--- config.mk ---
export PLATFORM = sky130hd
export DESIGN_NAME = key_event_shaper_flat
export DESIGN_NICKNAME = d
export VERILOG_FILES = /design/src/rtl/game_pkg.sv /design/src/rtl/key_event_shaper_if.sv /design/src/rtl/key_stability_filter.sv /design/src/rtl/key_event_shaper.sv /design/src/flat_wrapper.sv
export SDC_FILE = /design/constraint.sdc
export NUM_CORES = 1
export LEC_CHECK = 0
export CAP_MARGIN = 20
export CORE_MARGIN = 2
export CORE_UTILIZATION = 58
export DETAILED_ROUTE_END_ITERATION = 10
export GPL_ROUTABILITY_DRIVEN = 0
export HOLD_SLACK_MARGIN = 0.08
export PLACE_DENSITY = 0.79
export SKIP_CTS_REPAIR_TIMING = 1
export SLEW_MARGIN = 20
export SYNTH_ARGS = -nofsm -noshare
export SYNTH_HDL_FRONTEND = slang
export SYNTH_SLANG_ARGS = --single-unit
--- constraint.sdc ---
create_clock -name CLK -period 3.65 [get_ports CLK]
set_clock_uncertainty 0.15 [all_clocks]
set_input_delay 0.73 -clock CLK [delete_from_list [all_inputs] [get_ports CLK]]
set_output_delay 0.73 -clock CLK [all_outputs]
set_load 0.01 [all_outputs]
--- src/rtl/game_pkg.sv ---
// Keycode constants and key classification shared by the key shaper and the game FSM.
package game_pkg;
  localparam logic [7:0] KEY_NONE      = 8'h00;
  localparam logic [7:0] KEY_LEFT      = 8'h04;
  localparam logic [7:0] KEY_RIGHT     = 8'h07;
  localparam logic [7:0] KEY_LROT      = 8'h14;
  localparam logic [7:0] KEY_RROT      = 8'h08;
  localparam logic [7:0] KEY_SOFT_DROP = 8'h18;
  localparam logic [7:0] KEY_HOLD      = 8'h0F;
  localparam logic [7:0] KEY_KONAMI    = 8'h1A;
  localparam logic [7:0] KEY_CLEARALL  = 8'h13;

  typedef enum logic [1:0] {KC_NONE, KC_REPEAT, KC_LEVEL, KC_ONESHOT} key_class_t;

  typedef enum logic [2:0] {
    ST_IDLE, ST_PRESS_PEND, ST_DAS_WAIT, ST_REPEAT_PEND, ST_ARR_WAIT, ST_HELD, ST_LEVEL_HOLD
  } kes_state_t;

  function automatic key_class_t classify(input logic [7:0] code);
    if (code == KEY_NONE) return KC_NONE;
    if (code == KEY_LEFT || code == KEY_RIGHT) return KC_REPEAT;
    if (code == KEY_SOFT_DROP) return KC_LEVEL;
    return KC_ONESHOT;
  endfunction
endpackage

--- src/rtl/key_event_shaper_if.sv ---
// Keyboard-to-game-FSM event channel: raw keycode in, held event with accept handshake out.
interface key_event_shaper_if;
  logic [7:0] keycode_raw;
  logic       stall_ready;
  logic [7:0] keycode_out;
  logic       key_valid;
  logic       key_accept;
  logic       repeat_active;

  modport master (output keycode_raw, stall_ready,
                  input  keycode_out, key_valid, key_accept, repeat_active);
  modport slave  (input  keycode_raw, stall_ready,
                  output keycode_out, key_valid, key_accept, repeat_active);
endinterface

--- src/rtl/key_stability_filter.sv ---
// Passes a keycode through only after it has been sampled STABLE_CYCLES times in a row.
module key_stability_filter #(
  parameter int STABLE_CYCLES = 2
) (
  input  logic       CLK,
  input  logic       RESET,
  input  logic [7:0] keycode_raw,
  output logic [7:0] key_cur
);
  localparam int CW = $clog2(STABLE_CYCLES + 1);

  logic [7:0]    r_last;
  logic [7:0]    r_key;
  logic [CW-1:0] r_cnt;
  logic [CW-1:0] w_cnt_next;

  // run length of identical samples, saturating once stable
  always_comb begin
    if (keycode_raw != r_last)                w_cnt_next = CW'(1);
    else if (r_cnt == CW'(STABLE_CYCLES))     w_cnt_next = r_cnt;
    else                                      w_cnt_next = r_cnt + 1'b1;
  end

  always_ff @(posedge CLK) begin
    if (RESET) begin
      r_last <= '0;
      r_cnt  <= '0;
      r_key  <= '0;
    end else begin
      r_last <= keycode_raw;
      r_cnt  <= w_cnt_next;
      if (w_cnt_next == CW'(STABLE_CYCLES)) r_key <= keycode_raw;
    end
  end

  assign key_cur = r_key;
endmodule

--- src/rtl/key_event_shaper.sv ---
// Turns the filtered keycode into one held event per press, with DAS/ARR repeat for left/right.
module key_event_shaper
  import game_pkg::*;
#(
  parameter int STABLE_CYCLES = 2,
  parameter int DAS_CYCLES    = 8000000,
  parameter int ARR_CYCLES    = 1500000,
  parameter int CNT_W         = 24
) (
  input logic               CLK,
  input logic               RESET,
  key_event_shaper_if.slave kif
);
  localparam logic [CNT_W-1:0] DAS_LAST = CNT_W'(DAS_CYCLES - 1);
  localparam logic [CNT_W-1:0] ARR_LAST = CNT_W'(ARR_CYCLES - 1);

  kes_state_t       r_state, w_next, w_eval_state;
  logic [7:0]       r_code, w_code_next;
  logic [CNT_W-1:0] r_timer;
  logic [7:0]       w_key_cur;
  logic             w_valid, w_accept, w_rpt_active;
  logic [7:0]       w_code_out;

  key_stability_filter #(.STABLE_CYCLES(STABLE_CYCLES)) u_filter (
    .CLK         (CLK),
    .RESET       (RESET),
    .keycode_raw (kif.keycode_raw),
    .key_cur     (w_key_cur)
  );

  always_ff @(posedge CLK) begin
    if (RESET) begin
      r_state <= ST_IDLE;
      r_code  <= '0;
    end else begin
      r_state <= w_next;
      r_code  <= w_code_next;
    end
  end

  // timer restarts on every state change and saturates instead of wrapping
  always_ff @(posedge CLK) begin
    if (RESET || (w_next != r_state)) r_timer <= '0;
    else if (r_timer != '1)           r_timer <= r_timer + 1'b1;
  end

  always_comb begin
    unique case (classify(w_key_cur))
      KC_NONE:  w_eval_state = ST_IDLE;
      KC_LEVEL: w_eval_state = ST_LEVEL_HOLD;
      default:  w_eval_state = ST_PRESS_PEND;
    endcase

    w_next      = r_state;
    w_code_next = r_code;
    unique case (r_state)
      ST_IDLE: begin
        w_next      = w_eval_state;
        w_code_next = w_key_cur;
      end
      // a first press is never dropped; any key change waits until it is taken
      ST_PRESS_PEND: begin
        if (w_accept) begin
          if (w_key_cur != r_code)              w_next = ST_IDLE;
          else if (classify(r_code) == KC_REPEAT) w_next = ST_DAS_WAIT;
          else                                  w_next = ST_HELD;
        end
      end
      default: begin
        if (w_key_cur != r_code) begin
          w_next      = w_eval_state;
          w_code_next = w_key_cur;
        end else begin
          unique case (r_state)
            ST_DAS_WAIT:    if (r_timer == DAS_LAST) w_next = ST_REPEAT_PEND;
            ST_ARR_WAIT:    if (r_timer == ARR_LAST) w_next = ST_REPEAT_PEND;
            ST_REPEAT_PEND: if (w_accept)            w_next = ST_ARR_WAIT;
            default:        w_next = r_state;
          endcase
        end
      end
    endcase
  end

  always_comb begin
    w_valid      = (r_state == ST_PRESS_PEND) || (r_state == ST_REPEAT_PEND);
    w_accept     = w_valid && kif.stall_ready;
    w_rpt_active = (r_state == ST_ARR_WAIT) || (r_state == ST_REPEAT_PEND);
    if (w_valid)                        w_code_out = r_code;
    else if (r_state == ST_LEVEL_HOLD)  w_code_out = KEY_SOFT_DROP;
    else                                w_code_out = KEY_NONE;
  end

  assign kif.key_valid     = w_valid;
  assign kif.key_accept    = w_accept;
  assign kif.keycode_out   = w_code_out;
  assign kif.repeat_active = w_rpt_active;
endmodule

--- src/flat_wrapper.sv ---
// flat-port wrapper written by rule: the top's interface ports become plain ports
module key_event_shaper_flat import game_pkg::*;
#(
  parameter int STABLE_CYCLES = 2,
  parameter int DAS_CYCLES    = 8000000,
  parameter int ARR_CYCLES    = 1500000,
  parameter int CNT_W         = 24
)
  (CLK, RESET, kif_keycode_raw, kif_stall_ready, kif_keycode_out, kif_key_valid, kif_key_accept, kif_repeat_active);
  key_event_shaper_if kif_i ();
  input logic CLK;
  input logic RESET;
  input wire logic [$bits(kif_i.keycode_raw)-1:0] kif_keycode_raw;
  input wire logic [$bits(kif_i.stall_ready)-1:0] kif_stall_ready;
  output wire logic [$bits(kif_i.keycode_out)-1:0] kif_keycode_out;
  output wire logic [$bits(kif_i.key_valid)-1:0] kif_key_valid;
  output wire logic [$bits(kif_i.key_accept)-1:0] kif_key_accept;
  output wire logic [$bits(kif_i.repeat_active)-1:0] kif_repeat_active;
  assign kif_i.keycode_raw = kif_keycode_raw;
  assign kif_i.stall_ready = kif_stall_ready;
  assign kif_keycode_out = kif_i.keycode_out;
  assign kif_key_valid = kif_i.key_valid;
  assign kif_key_accept = kif_i.key_accept;
  assign kif_repeat_active = kif_i.repeat_active;
  key_event_shaper #(.STABLE_CYCLES(STABLE_CYCLES), .DAS_CYCLES(DAS_CYCLES), .ARR_CYCLES(ARR_CYCLES), .CNT_W(CNT_W)) u_core (.CLK(CLK), .RESET(RESET), .kif(kif_i));
endmodule
==> results of run 1 <==
-- synthesized netlist by cell type (2+ instances only) --
| cell type | n | share of area [%] |
|---|---|---|
| a21o_1 | 2 | 0.53 |
| a21oi_1 | 9 | 1.6 |
| and2_1 | 8 | 1.8 |
| and3_1 | 6 | 1.3 |
| and4_1 | 2 | 0.62 |
| buf_4 | 2 | 0.53 |
| buf_6 | 3 | 1.2 |
| clkbuf_1 | 6 | 0.80 |
| dfxtp_1 | 53 | 38 |
| ha_1 | 2 | 0.89 |
| inv_1 | 5 | 0.67 |
| mux2i_1 | 18 | 6.4 |
| nand2_1 | 18 | 2.4 |
| nand2b_1 | 4 | 0.89 |
| nand3_1 | 12 | 2.1 |
| nand4_1 | 14 | 3.1 |
| nor2_1 | 35 | 4.7 |
| nor2b_1 | 10 | 2.2 |
| nor3_1 | 26 | 4.6 |
| nor3_2 | 2 | 0.71 |
| nor3b_1 | 2 | 0.53 |
| nor4_1 | 4 | 0.89 |
| o211ai_1 | 2 | 0.53 |
| o21ai_0 | 2 | 0.36 |
| o31ai_1 | 2 | 0.53 |
| or2_2 | 3 | 0.67 |
| or3_1 | 5 | 1.1 |
| or4_1 | 2 | 0.53 |
| or4b_2 | 2 | 0.71 |
| xnor2_1 | 30 | 9.3 |
| xor2_1 | 9 | 2.8 |
-- worst register-to-register path: stages (launching register included) --
cell	delay, ns
dfxtp_1	0.37
or4b_2	0.66
or3_1	0.38
nor4_1	0.25
a21o_2	0.15
a221oi_4	0.07
xnor2_2	0.46
buf_4	0.31
nor3_1	0.08
-- area by class of cell --
class / instances / area [µm²] / share of cell area (%)
Multi-Input combinational cell: 247 / 1640 / 52.5
Sequential cell: 53 / 1060 / 33.9
Timing Repair Buffer: 25 / 240 / 7.68
Clock buffer: 5 / 68.8 / 2.20
Tap cell: 54 / 67.6 / 2.16
Clock inverter: 3 / 28.8 / 0.920
Inverter: 5 / 18.8 / 0.600
-- state kept, by name, summed over array words and instances (netlist names) --
name                     count
u_core.r_timer              24
u_core.r_code                8
u_core.u_filter.key_cur      8
u_core.u_filter.r_last       8
u_core.r_state               3
u_core.u_filter.r_cnt        2
-- power groups by stage --
stage          logic (mW)  registers, mW  clock network [mW]
6_report            0.442          0.638               0.354
5_1_grt             0.490          0.643               0.385
4_1_cts             0.448          0.637               0.366
3_5_place_dp        0.446          0.650                   0
3_3_place_gp        0.442          0.649                   0
2_1_floorplan       0.403          0.634                   0
-- metal layers --
layer,track usage [%],vias to the layer above,wire length (µm)
li1,-,1158,-
met2,31.6,49,2430
met4,7.88,0,85
met1,34.5,1050,2830
met3,4.25,8,224
met5,0,-,0
-- worst max path at each step --
| stage | startpoint | end | slack [ns] | depth (start not counted) |
|---|---|---|---|---|
| 2_1_floorplan | u_core.r_timer[18] | u_core.r_timer[10] | 1.13 | 8 |
| 3_3_place_gp | kif_stall_ready | u_core.r_timer[6] | 0.68 | 7 |
| 3_5_place_dp | kif_stall_ready | u_core.r_timer[6] | 0.62 | 7 |
| 4_1_cts | u_core.r_state[0] | kif_keycode_out[6] | 0.50 | 3 |
| 5_1_grt | u_core.r_state[0] | kif_keycode_out[4] | 0.33 | 4 |
| 6_report | u_core.r_state[0] | kif_keycode_out[6] | 0.48 | 3 |
-- kinds of logic (layout without fill, tap and decap cells) --
family                     count (synthesis)  count (layout)  share of synthesized area [%]
and+or+nand+nor                          164             164                           32.3
DFF                                       53              53                           37.7
xor gates and xnor gates                  40              40                           12.7
AOI/OAI and AO/OA                         23              23                           6.05
muxes                                     18              18                           6.41
buffers and inverters                     18              38                           3.87
adders and majority gates                  2               2                          0.890
==> results_dict.tcl, run 1 <==
set metrics [dict create \
    run_status "finished, final reports clean" \
    numClockSinks 53 \
    detailed_place_hpwl_mm 4.03 \
    cts_tree "built" \
    initial_antenna_violation_count 0 \
    place_inst 384 \
    hp_start "u_core.r_timer[7]" \
    clock_power_share_pct 24.7 \
    synth.distinct_cells 49 \
    hold-path-endpoint "u_core.r_timer[7]" \
    netlist_area_before_placement_um2 2810 \
    final.setup.tns_ns 0 \
    p_sw_share_pct 35.2 \
    clock_tree.buffer_depth 2 \
    viasPerCell 5.78 \
    crit_path_max_incr_delay_ns 0.64 \
    syn_nets 331 \
    min_path_type "reg2reg" \
    async_reset_ff_share_pct 0 \
    mean_cell_area_of_the_mapped_netlist_um2 8.84 \
    timing_worst_slew_pin_value_ns 0.983 \
    ctsHtreeMaxLevel 2 \
    core-area_um2 4690 \
    worst_slack_ns 0.478 \
    ys_warn_count 0 \
    min_path_cells 2 \
    utilization_pct 66.7 \
    critical_path_arrival_ns 2.29 \
    placedInstanceArea_um2 3030 \
    end_kind "output pin" \
    comb_power_share_pct 30.8 \
    syn_inst 318 \
    rrSetupSlack_ns 0.65 \
    syn2layout_area_growth_pct 11.2 \
    worst_skew_pair.late_latency_ns 0.31 \
    cp.required_ns 2.77 \
    synth.ff_latch_count 53 \
    number_of_diodes_added_for_antenna_fixing 0 \
    num_io_pins 22 \
    grt_setup_unrepaired "false" \
    ir_worst_vdd_mv 0.320 \
    dieHeight_um 73.6 \
    dieArea_um2 5420 \
    post_route_cells_drive_above_1_share_pct 8.28 \
    p_leak_nw 1.19 \
    drt_first_iter_violations 163 \
    global_route_wire_length_before_repair_mm 9.56 \
    p_per_area_nw_per_um2 458 \
    final_common_cell "dfxtp_1" \
    final-setup-viol-count 0 \
    critical_path.cell_chain "nor2b_1 -> and2_1 -> clkdlybuf4s50_1" \
    critical_path.reg2reg.endpoint "u_core.r_timer[22]" \
    timing.final.crit_share_pct 86.9 \
    drt-pass1-iter-count 4 \
    crit_path_max_fanout 12 \
    post-route-drc-count 0 \
    slew-limit-headroom_pct 34.5 \
    worst_path_dominant_cell_family "simple AND/OR/NAND/NOR gates" \
    timing.final.crit_period_ns 3.17 \
    grt.overflow.total 0 \
    postRouteAntennaNets 0 \
    internal_power_uw 929 \
    numPortBuffers 21 \
    worstRegToRegCells 8 \
    final_cell_count_no_fill 392 \
    routed_wire_length_per_instance_um 14.2 \
    synth_edf_count 0 \
    routed_wirelength_mm 5.56 \
    timing_max_transition_violations_final 0 \
    initial_core_util_pct 59.9 \
    preCtsSetupSlack_ns 0.619 \
    design_area_um2 3130 \
    maxCapViolCount 0 \
    cts_buffers 5 \
    finalNetCount 350 \
    track_usage_pct 22.6 \
    clock.fmax_mhz 315 \
    worst_hold_slack_ns 0.420 \
    core.rowCount 25 \
    clock_tree_root "clkbuf_8" \
    critical-path-slowest-cell "nor2b_1" \
    seq_power_share_pct 44.5 \
    synth_seq_area_share_pct 37.7 \
    vias 2265 \
    worst-setup-path-type "reg2out" \
    power_mw 1.43 \
    layout_common_cells "53 x dfxtp_1, 35 x nor2_1, 30 x xnor2_1" \
    total_switching_power_uw 504 \
    worstReg2RegStart "u_core.r_timer[18]" \
    cp_num_buf_inv 1 \
    die-width_um 73.6 \
    critPathLaunchType "flip-flop" \
    grt_pass1_vias 2007 \
    top_ff_cell_synth "dfxtp_1" \
    final_hold_viol_count 0 \
    grt_max_degree 30 \
    cts.clk_slew.worst_paths_ns 0.10 \
    nFillCells 380 \
]
Power figures use the tool's default switching activity.
==> inputs of run 2 (changes only) <==
--- a/config.mk
+++ b/config.mk
@@ -7,11 +7,12 @@
 export LEC_CHECK = 0
 export CAP_MARGIN = 20
 export CORE_MARGIN = 2
-export CORE_UTILIZATION = 58
+export CORE_UTILIZATION = 60
+export CTS_BUF_LIST = sky130_fd_sc_hd__clkbuf_8
 export DETAILED_ROUTE_END_ITERATION = 10
 export GPL_ROUTABILITY_DRIVEN = 0
 export HOLD_SLACK_MARGIN = 0.08
-export PLACE_DENSITY = 0.79
+export PLACE_DENSITY = 0.82
 export SKIP_CTS_REPAIR_TIMING = 1
 export SLEW_MARGIN = 20
 export SYNTH_ARGS = -nofsm -noshare
==> results_dict.tcl, run 2 (synthesis results as in run 1) <==
set metrics [dict create \
    viasPerCell 6.06 \
    critPathLaunchType "flip-flop" \
    cts_buffers 5 \
    largest_reg_flops 24 \
    run_status "finished, final reports clean" \
    clock.fmax_mhz 322 \
    cts_tree "built" \
    layout_common_cells "53 x dfxtp_1, 35 x nor2_1, 30 x xnor2_1" \
    maxCapViolCount 0 \
    worst_skew_pair.late_latency_ns 0.31 \
    ctsHtreeMaxLevel 2 \
    global_route_wire_length_before_repair_mm 10.4 \
    clock_tree_root "clkbuf_8" \
    clock_tree.buffer_depth 2 \
    p_per_area_nw_per_um2 457 \
    detailed_place_hpwl_mm 4.29 \
    cts.clk_slew.worst_paths_ns 0.10 \
    final_hold_viol_count 0 \
    end_kind "output pin" \
    postRouteAntennaNets 0 \
    grt_setup_unrepaired "false" \
    number_of_diodes_added_for_antenna_fixing 0 \
    slew-limit-headroom_pct 34.7 \
    initial_core_util_pct 63.3 \
    post_route_cells_drive_above_1_share_pct 8.01 \
    finalNetCount 349 \
    p_leak_nw 1.18 \
    final_common_cell "dfxtp_1" \
    dieHeight_um 72.5 \
    numClockSinks 53 \
    routed_wire_length_per_instance_um 15.2 \
    initial_antenna_violation_count 0 \
    critical_path.cell_chain "nor2b_1 -> and2_1 -> clkdlybuf4s50_1" \
    largest-register "u_core.r_timer" \
    num_io_pins 22 \
    grt.overflow.total 0 \
    final.setup.tns_ns 0 \
    utilization_pct 70.1 \
    crit_path_max_fanout 12 \
    critical-path-slowest-cell "dfxtp_1" \
    grt_pass1_vias 2213 \
    crit_path_max_incr_delay_ns 0.59 \
    syn2layout_area_growth_pct 10.8 \
    numPortBuffers 21 \
    dieArea_um2 5250 \
    core-area_um2 4440 \
    timing.final.crit_share_pct 85.0 \
    drt-pass1-iter-count 4 \
    die-width_um 72.5 \
    final-setup-viol-count 0 \
    core.rowCount 24 \
    worst-setup-path-type "reg2out" \
    timing_worst_slew_pin_value_ns 0.979 \
    drt_first_iter_violations 155 \
    worstRegToRegCells 8 \
    power_mw 1.42 \
    min_path_cells 2 \
    grt_max_degree 30 \
    min_path_type "reg2reg" \
    critical_path_arrival_ns 2.22 \
    vias 2356 \
    timing.final.crit_period_ns 3.10 \
    ir_worst_vdd_mv 0.350 \
    track_usage_pct 24.9 \
    routed_wirelength_mm 5.92 \
    cp.required_ns 2.77 \
    post-route-drc-count 0 \
    timing_max_transition_violations_final 0 \
]
[run 2: area by class of cell]
cell class | instances | area [µm²]
tap | 52 | 65.1
sequential | 53 | 1060
multi-input combinational | 247 | 1640
clock buffer | 5 | 68.8
clock inverter | 3 | 26.3
inverter | 5 | 18.8
fill | 360 | 1330
timing repair buffer | 24 | 233
[run 2: stage by stage]
step | hold slack, ns | setup WS [ns] | instances | instance area [µm²]
finish | 0.411 | 0.549 | 389 | 3120
detailed placement | 0.400 | 0.553 | 381 | 3020
floorplan | 0.369 | 1.13 | 318 | 2810
global placement | 0.392 | 0.672 | 381 | 3020
CTS | 0.414 | 0.530 | 389 | 3120
global route | 0.451 | 0.371 | 389 | 3120
[run 2: power breakdown]
part / internal (mW) / leakage (nW) / switching, mW / total (mW)
Sequential: 0.606 / 0.430 / 0.0380 / 0.644
Clock: 0.140 / 0.0423 / 0.208 / 0.348
Combinational: 0.175 / 0.706 / 0.258 / 0.433
Total: 0.921 / 1.18 / 0.504 / 1.42
[run 2: final timing paths]
kind	to	from	slack [ns]
max	kif_keycode_out[7]	u_core.r_state[0]	0.55
min	u_core.r_code[5]	u_core.r_code[5]	0.41
max reg2reg	u_core.r_timer[10]	u_core.r_state[1]	0.55
min reg2reg	u_core.r_code[5]	u_core.r_code[5]	0.41
[run 2: metal layers]
| layer | vias to the layer above | wire length [µm] | track usage, % |
|---|---|---|---|
| li1 | 1163 | - | - |
| met1 | 1110 | 2770 | 34.8 |
| met2 | 73 | 2710 | 38.9 |
| met3 | 10 | 333 | 4.58 |
| met4 | 0 | 97 | 8.44 |
| met5 | - | 0 | 0 |
[run 2: critical path: cells and delay by family, from the launching register on]
family | cells | cell delay, ns
AND/OR/NAND/NOR | 2 | 0.78
flip-flops | 1 | 0.59
buffers and inverters | 1 | 0.54
